### src/rtl/mem_node_if.sv
// Neighbour-side bundle of a mem_node: push handshake (rready/in_data/read),
// offer handshake (write/wready/out) and status; the node uses the slave modport.
interface mem_node_if #(
    parameter int NPORTS = 4,
    parameter int DATA_W = 11,
    parameter int DEPTH  = 15
);
    localparam int CW = $clog2(DEPTH + 1);

    logic [NPORTS-1:0]        rready;
    logic [NPORTS*DATA_W-1:0] in_data;
    logic [NPORTS-1:0]        read;
    logic [NPORTS-1:0]        write;
    logic [NPORTS-1:0]        wready;
    logic [DATA_W-1:0]        out;
    logic [CW-1:0]            count;
    logic                     empty;
    logic                     full;
    logic                     collide;

    modport master (
        output rready, in_data, wready,
        input  read, write, out, count, empty, full, collide
    );

    modport slave (
        input  rready, in_data, wready,
        output read, write, out, count, empty, full, collide
    );
endinterface

### src/rtl/mem_node.sv
// TIS memory node: LIFO/FIFO store fed by round-robin push arbitration, offered back broadcast or round-robin.
// Push acked one cycle after rready; offer appears two cycles after first push; a pop leaves a one-cycle bubble; full blocks pushes unless popping.
module mem_node #(
    parameter int                DATA_W    = 11,
    parameter int                DEPTH     = 15,
    parameter int                NPORTS    = 4,
    parameter logic [NPORTS-1:0] PORT_MASK = '1,
    parameter bit                QUEUE     = 1'b0,
    parameter bit                RR_OFFER  = 1'b0
) (
    input  logic      clk,
    input  logic      rst,
    mem_node_if.slave bus
);
    localparam int CW = $clog2(DEPTH + 1);
    localparam int PW = (DEPTH > 1) ? $clog2(DEPTH) : 1;
    localparam int IW = (NPORTS > 1) ? $clog2(NPORTS) : 1;

    logic [DATA_W-1:0] mem [DEPTH];
    logic [CW-1:0]     cnt;
    logic [PW-1:0]     head, tail;
    logic [NPORTS-1:0] read_q, write_q;
    logic [IW-1:0]     push_ptr, offer_ptr;
    logic              collide_q;

    logic [NPORTS-1:0] cand, hits, write_nxt;
    logic              pop, multi, push, offer_ok, found;
    logic [IW-1:0]     push_port, offer_base, offer_sel;
    logic [DATA_W-1:0] push_dat;
    logic [CW-1:0]     cnt_m1;
    logic [PW-1:0]     top_idx, wr_idx;

    function automatic logic [PW-1:0] inc(input logic [PW-1:0] p);
        return (p == PW'(DEPTH - 1)) ? '0 : p + PW'(1);
    endfunction

    always_comb begin
        cand  = bus.rready & PORT_MASK & ~read_q;
        hits  = bus.wready & write_q;
        pop   = |hits;
        multi = (hits & (hits - NPORTS'(1))) != '0;

        push      = 1'b0;
        push_port = '0;
        for (int i = 0; i < NPORTS; i++) begin
            if (!push && cand[(int'(push_ptr) + i) % NPORTS]) begin
                push      = 1'b1;
                push_port = IW'((int'(push_ptr) + i) % NPORTS);
            end
        end
        // A full store only accepts when the same edge frees a slot.
        if (cnt == CW'(DEPTH) && !pop) push = 1'b0;
        push_dat = bus.in_data[int'(push_port)*DATA_W +: DATA_W];

        cnt_m1  = cnt - CW'(1);
        top_idx = QUEUE ? head : cnt_m1[PW-1:0];
        wr_idx  = QUEUE ? tail : (pop ? cnt_m1[PW-1:0] : cnt[PW-1:0]);

        offer_base = (write_q != '0) ? IW'((int'(offer_ptr) + 1) % NPORTS) : offer_ptr;
        offer_sel  = offer_base;
        found      = 1'b0;
        for (int i = 0; i < NPORTS; i++) begin
            if (!found && PORT_MASK[(int'(offer_base) + i) % NPORTS]) begin
                found     = 1'b1;
                offer_sel = IW'((int'(offer_base) + i) % NPORTS);
            end
        end

        // A LIFO push replaces the top, so withdraw the offer for a cycle.
        offer_ok = (cnt != '0) && !pop && (QUEUE || !push);
        if (!offer_ok)     write_nxt = '0;
        else if (RR_OFFER) write_nxt = NPORTS'(1) << offer_sel;
        else               write_nxt = PORT_MASK;
    end

    always_ff @(posedge clk) begin
        if (rst) begin
            cnt       <= '0;
            head      <= '0;
            tail      <= '0;
            read_q    <= '0;
            write_q   <= '0;
            push_ptr  <= '0;
            offer_ptr <= '0;
            collide_q <= 1'b0;
        end else begin
            read_q    <= push ? (NPORTS'(1) << push_port) : '0;
            write_q   <= write_nxt;
            offer_ptr <= offer_sel;
            if (multi) collide_q <= 1'b1;
            if (push) push_ptr <= IW'((int'(push_port) + 1) % NPORTS);
            if (push && !pop)      cnt <= cnt + CW'(1);
            else if (!push && pop) cnt <= cnt_m1;
            if (QUEUE) begin
                if (push) tail <= inc(tail);
                if (pop)  head <= inc(head);
            end
        end
    end

    always_ff @(posedge clk) begin
        if (!rst && push) mem[wr_idx] <= push_dat;
    end

    assign bus.read    = read_q;
    assign bus.write   = write_q;
    assign bus.out     = (cnt == '0) ? '0 : mem[top_idx];
    assign bus.count   = cnt;
    assign bus.empty   = (cnt == '0);
    assign bus.full    = (cnt == CW'(DEPTH));
    assign bus.collide = collide_q;
endmodule

### src/flat_wrapper.sv
// flat-port wrapper written by rule: the top's interface ports become plain ports
module mem_node_flat 
#(
    parameter int                DATA_W    = 11,
    parameter int                DEPTH     = 15,
    parameter int                NPORTS    = 4,
    parameter logic [NPORTS-1:0] PORT_MASK = '1,
    parameter bit                QUEUE     = 1'b0,
    parameter bit                RR_OFFER  = 1'b0
)
  (clk, rst, bus_rready, bus_in_data, bus_wready, bus_read, bus_write, bus_out, bus_count, bus_empty, bus_full, bus_collide);
  mem_node_if #(.NPORTS(NPORTS), .DATA_W(DATA_W), .DEPTH(DEPTH)) bus_i ();
  input  logic clk;
  input  logic rst;
  input wire logic [$bits(bus_i.rready)-1:0] bus_rready;
  input wire logic [$bits(bus_i.in_data)-1:0] bus_in_data;
  input wire logic [$bits(bus_i.wready)-1:0] bus_wready;
  output wire logic [$bits(bus_i.read)-1:0] bus_read;
  output wire logic [$bits(bus_i.write)-1:0] bus_write;
  output wire logic [$bits(bus_i.out)-1:0] bus_out;
  output wire logic [$bits(bus_i.count)-1:0] bus_count;
  output wire logic [$bits(bus_i.empty)-1:0] bus_empty;
  output wire logic [$bits(bus_i.full)-1:0] bus_full;
  output wire logic [$bits(bus_i.collide)-1:0] bus_collide;
  assign bus_i.rready = bus_rready;
  assign bus_i.in_data = bus_in_data;
  assign bus_i.wready = bus_wready;
  assign bus_read = bus_i.read;
  assign bus_write = bus_i.write;
  assign bus_out = bus_i.out;
  assign bus_count = bus_i.count;
  assign bus_empty = bus_i.empty;
  assign bus_full = bus_i.full;
  assign bus_collide = bus_i.collide;
  mem_node #(.DATA_W(DATA_W), .DEPTH(DEPTH), .NPORTS(NPORTS), .PORT_MASK(PORT_MASK), .QUEUE(QUEUE), .RR_OFFER(RR_OFFER)) u_core (.clk(clk), .rst(rst), .bus(bus_i));
endmodule
### config.mk
export PLATFORM = sky130hd
export DESIGN_NAME = mem_node_flat
export DESIGN_NICKNAME = d
export VERILOG_FILES = /design/src/rtl/mem_node_if.sv /design/src/rtl/mem_node.sv /design/src/flat_wrapper.sv
export SDC_FILE = /design/constraint.sdc
export NUM_CORES = 1
export LEC_CHECK = 0
export CORE_UTILIZATION = 55
export CTS_CLUSTER_DIAMETER = 50
export CTS_CLUSTER_SIZE = 30
export DETAILED_ROUTE_END_ITERATION = 6
export PLACE_DENSITY_LB_ADDON = 0.15
export SLEW_MARGIN = 20
export SYNTH_ARGS = -nofsm -noshare
export SYNTH_HDL_FRONTEND = slang
export SYNTH_SLANG_ARGS = --single-unit
### constraint.sdc
create_clock -name clk -period 7.1 [get_ports clk]
set_clock_uncertainty 0.05 [all_clocks]
set_input_delay 0.71 -clock clk [delete_from_list [all_inputs] [get_ports clk]]
set_output_delay 0.71 -clock clk [all_outputs]
set_load 0.05 [all_outputs]
==> flow_summary.toml <==
[route]
drtIter0Drc = 464
route.detailed.drc = 0
vias_per_cell = 6.03
wl_per_cell_um = 22.5
totalWireLength_mm = 15.8
vias = 4230
final_antenna_net_count = 0
drt-pass1-iter-count = 5

[final_layout]
nets = 569
drive_gt1_share_pct = 20.6
diodes = 0
layout_common_cells = "edfxtp_1 (165), clkdlybuf4s50_1 (79), mux4_2 (41), nor2_1 (38), mux2i_1 (38)"
final_common_cell = "edfxtp_1"
area_delta_synth_final_pct = 22.1

[power]
p_sw_share_pct = 35.5
ir_worst_vdd_mv = 0.255
clkPwrFrac_pct = 23.3
netSwitchingPower_mw = 1.53
power.density_nw_per_um2 = 466
seq_power_share_pct = 35.3
power_leakage_nw = 3.11
internal_power_mw = 2.78
pwr-share-comb_pct = 41.4

[timing]
finalHoldWorstSlack_ns = 0.397
finalCritPeriodShare_pct = 74.1
slew_headroom_pct = 30.4
worst_pin_slew_ns = 1.04
slew_violations = 0
fmax_mhz = 190
rsz0062_at_grt = "no"
finalSetupTns_ns = 0
setup_viol_count_final = 0
hold_violations = 0
period_needed_ns = 5.26

[synth]
synth_cells = 423
synthArstFlopShare_pct = 0
synthesis.area_um2 = 7580
yosys.area.top_type = "edfxtp_1"
synth_nets = 480
yosysUniqueCellTypes = 47
synth-edff-count = 165
ys.flop_type = "edfxtp_1"
ys_seq_elements = 177
syn_avg_cell_area_um2 = 17.9
ys_top_cells_by_area = "edfxtp_1 (65%), mux4_2 (12%), mux2i_1 (6.2%)"
yosysTopAreaCellShare_pct = 65.3
ys_seq_area_share_pct = 68.5
yosysWarnings = 0

[cts]
clk_pin_slew_worst_paths_ns = 0.07
clk_latency_ns = 0.42
cts_buffers = 17
cts_max_path_buffers = 2
root_buffer = "clkbuf_16"
cts_max_level = 4
cts_tree = "yes"
ctsResizeCount = 0
cts.sink_count = 177
ctsHoldBuffers = 0
post_cts_buffers = 0

[floorplan]
num_rows = 42
io_pins = 80
die_w_um = 119
die-area_um2 = 14300
die_y_um = 119
core_area_um2 = 13300
initial_core_util_pct = 56.8

[grt]
met2_usage_pct = 37.4
first_global_vias = 4126
grt-busiest-layer = "met2"
grt_use_met1_pct = 32.9
grt_max_degree = 52
grt_pass1_wl_mm = 23.7
grt_util_all_layers_pct = 23.6
antenna_found_initial = 0
overflow = 0
grt_use_met3_pct = 4.50

[critical_path]
endpoint_kind = "primary output"
path_class = "flip-flop to primary output"
arrival_ns = 4.50
crit_fanout = 51
critPathLaunchType = "flip-flop"
critPathRequiredTime_ns = 6.34

[placed_design]
portBuffers = 79
gp_congestion = 0.766
dpl.hpwl_mm = 9.57

[min_path]
worstHoldPathType = "flip-flop to flip-flop"

[run]
maxCapViolCount = 0

[outcome]
outcome = "finished, final reports clean"
==> per-stage QoR <==
step | setup slack, ns | std cells | utilization (%) | power (mW) | instance area, um^2
floorplan | 2.68 | 423 | - | 2.79 | 7580
global placement | 2.26 | 669 | 64.3 | 3.26 | 8580
detailed placement | 2.24 | 669 | 64.3 | 3.30 | 8580
CTS | 1.76 | 701 | 69.1 | 4.30 | 9220
global route | 1.61 | 701 | 69.3 | 4.47 | 9260
finish | 1.84 | 701 | 69.3 | 4.31 | 9260
==> path summary, 6_finish.rpt <==
path | slack [ns] | to | start | cells past startpoint
min | 0.40 | u_core.bus.collide | u_core.bus.collide | 2
min reg2reg | 0.40 | u_core.bus.collide | u_core.bus.collide | 2
max reg2reg | 3.36 | u_core.mem[5][0] | u_core.bus.count[0] | 7
max | 1.84 | bus_out[8] | u_core.bus.count[0] | 7
==> critical path: stages (launching register included) <==
cell,delay [ns]
dfxtp_4,0.96
inv_1,0.11
ha_2,0.72
buf_4,0.49
mux4_2,0.38
mux4_2,0.54
nor2b_4,0.15
clkdlybuf4s50_1,0.69
==> layout make-up <==
class	count	area, um^2
clock inverters	14	213
well taps	176	220
inverters	7	26.3
flip-flops and latches	177	5200
multi-input cells	213	2250
repair buffers	96	918
clock buffers	18	429
fillers	883	4090
==> per-layer routing <==
| layer | vias up | part of all wire [%] | routed length [um] |
|---|---|---|---|
| met4 | 0 | 1.6 | 260 |
| met2 | 196 | 49 | 7720 |
| met5 | - | 0 | 0 |
| met1 | 2145 | 42 | 6700 |
| met3 | 19 | 6.9 | 1080 |
| li1 | 1870 | - | - |
==> synthesized netlist by cell type, types with 3 or more instances <==
master	n
buf_2	7
a22oi_1	3
dfxtp_1	12
edfxtp_1	165
a211oi_1	3
buf_4	5
clkbuf_1	9
inv_1	7
nor2_1	40
a21oi_1	17
nor2b_1	11
o21ai_0	3
mux4_2	41
mux2i_1	47
nand2b_1	3
xnor2_1	5
ha_1	3
==> power groups by stage <==
stage / clock (mW) / sequential (mW) / combinational (mW)
final: 1.00 / 1.52 / 1.79
after global routing: 1.05 / 1.54 / 1.89
after CTS: 1.01 / 1.53 / 1.76
after detailed placement: 0 / 1.55 / 1.75
after global placement: 0 / 1.54 / 1.72
after floorplan: 0 / 1.53 / 1.26
==> cell families after synthesis <==
kind of cell,share of synthesized area [%]
adder cells (fa/ha/maj),0.627
flip-flops,68.5
XOR/XNOR,0.808
AND/OR/NAND/NOR,4.83
multiplexers,19.1
AO/OA/AOI/OAI,3.63
buffers and inverters,2.52
==> sequential cells by signal, indices dropped and copies added, names as in the netlist <==
register / flops
u_core.mem: 165
u_core.bus.write: 1
u_core.bus.read: 4
u_core.bus.collide: 1
u_core.bus.count: 4
u_core.push_ptr: 2
Note: power is estimated with default switching activity, not from simulation.
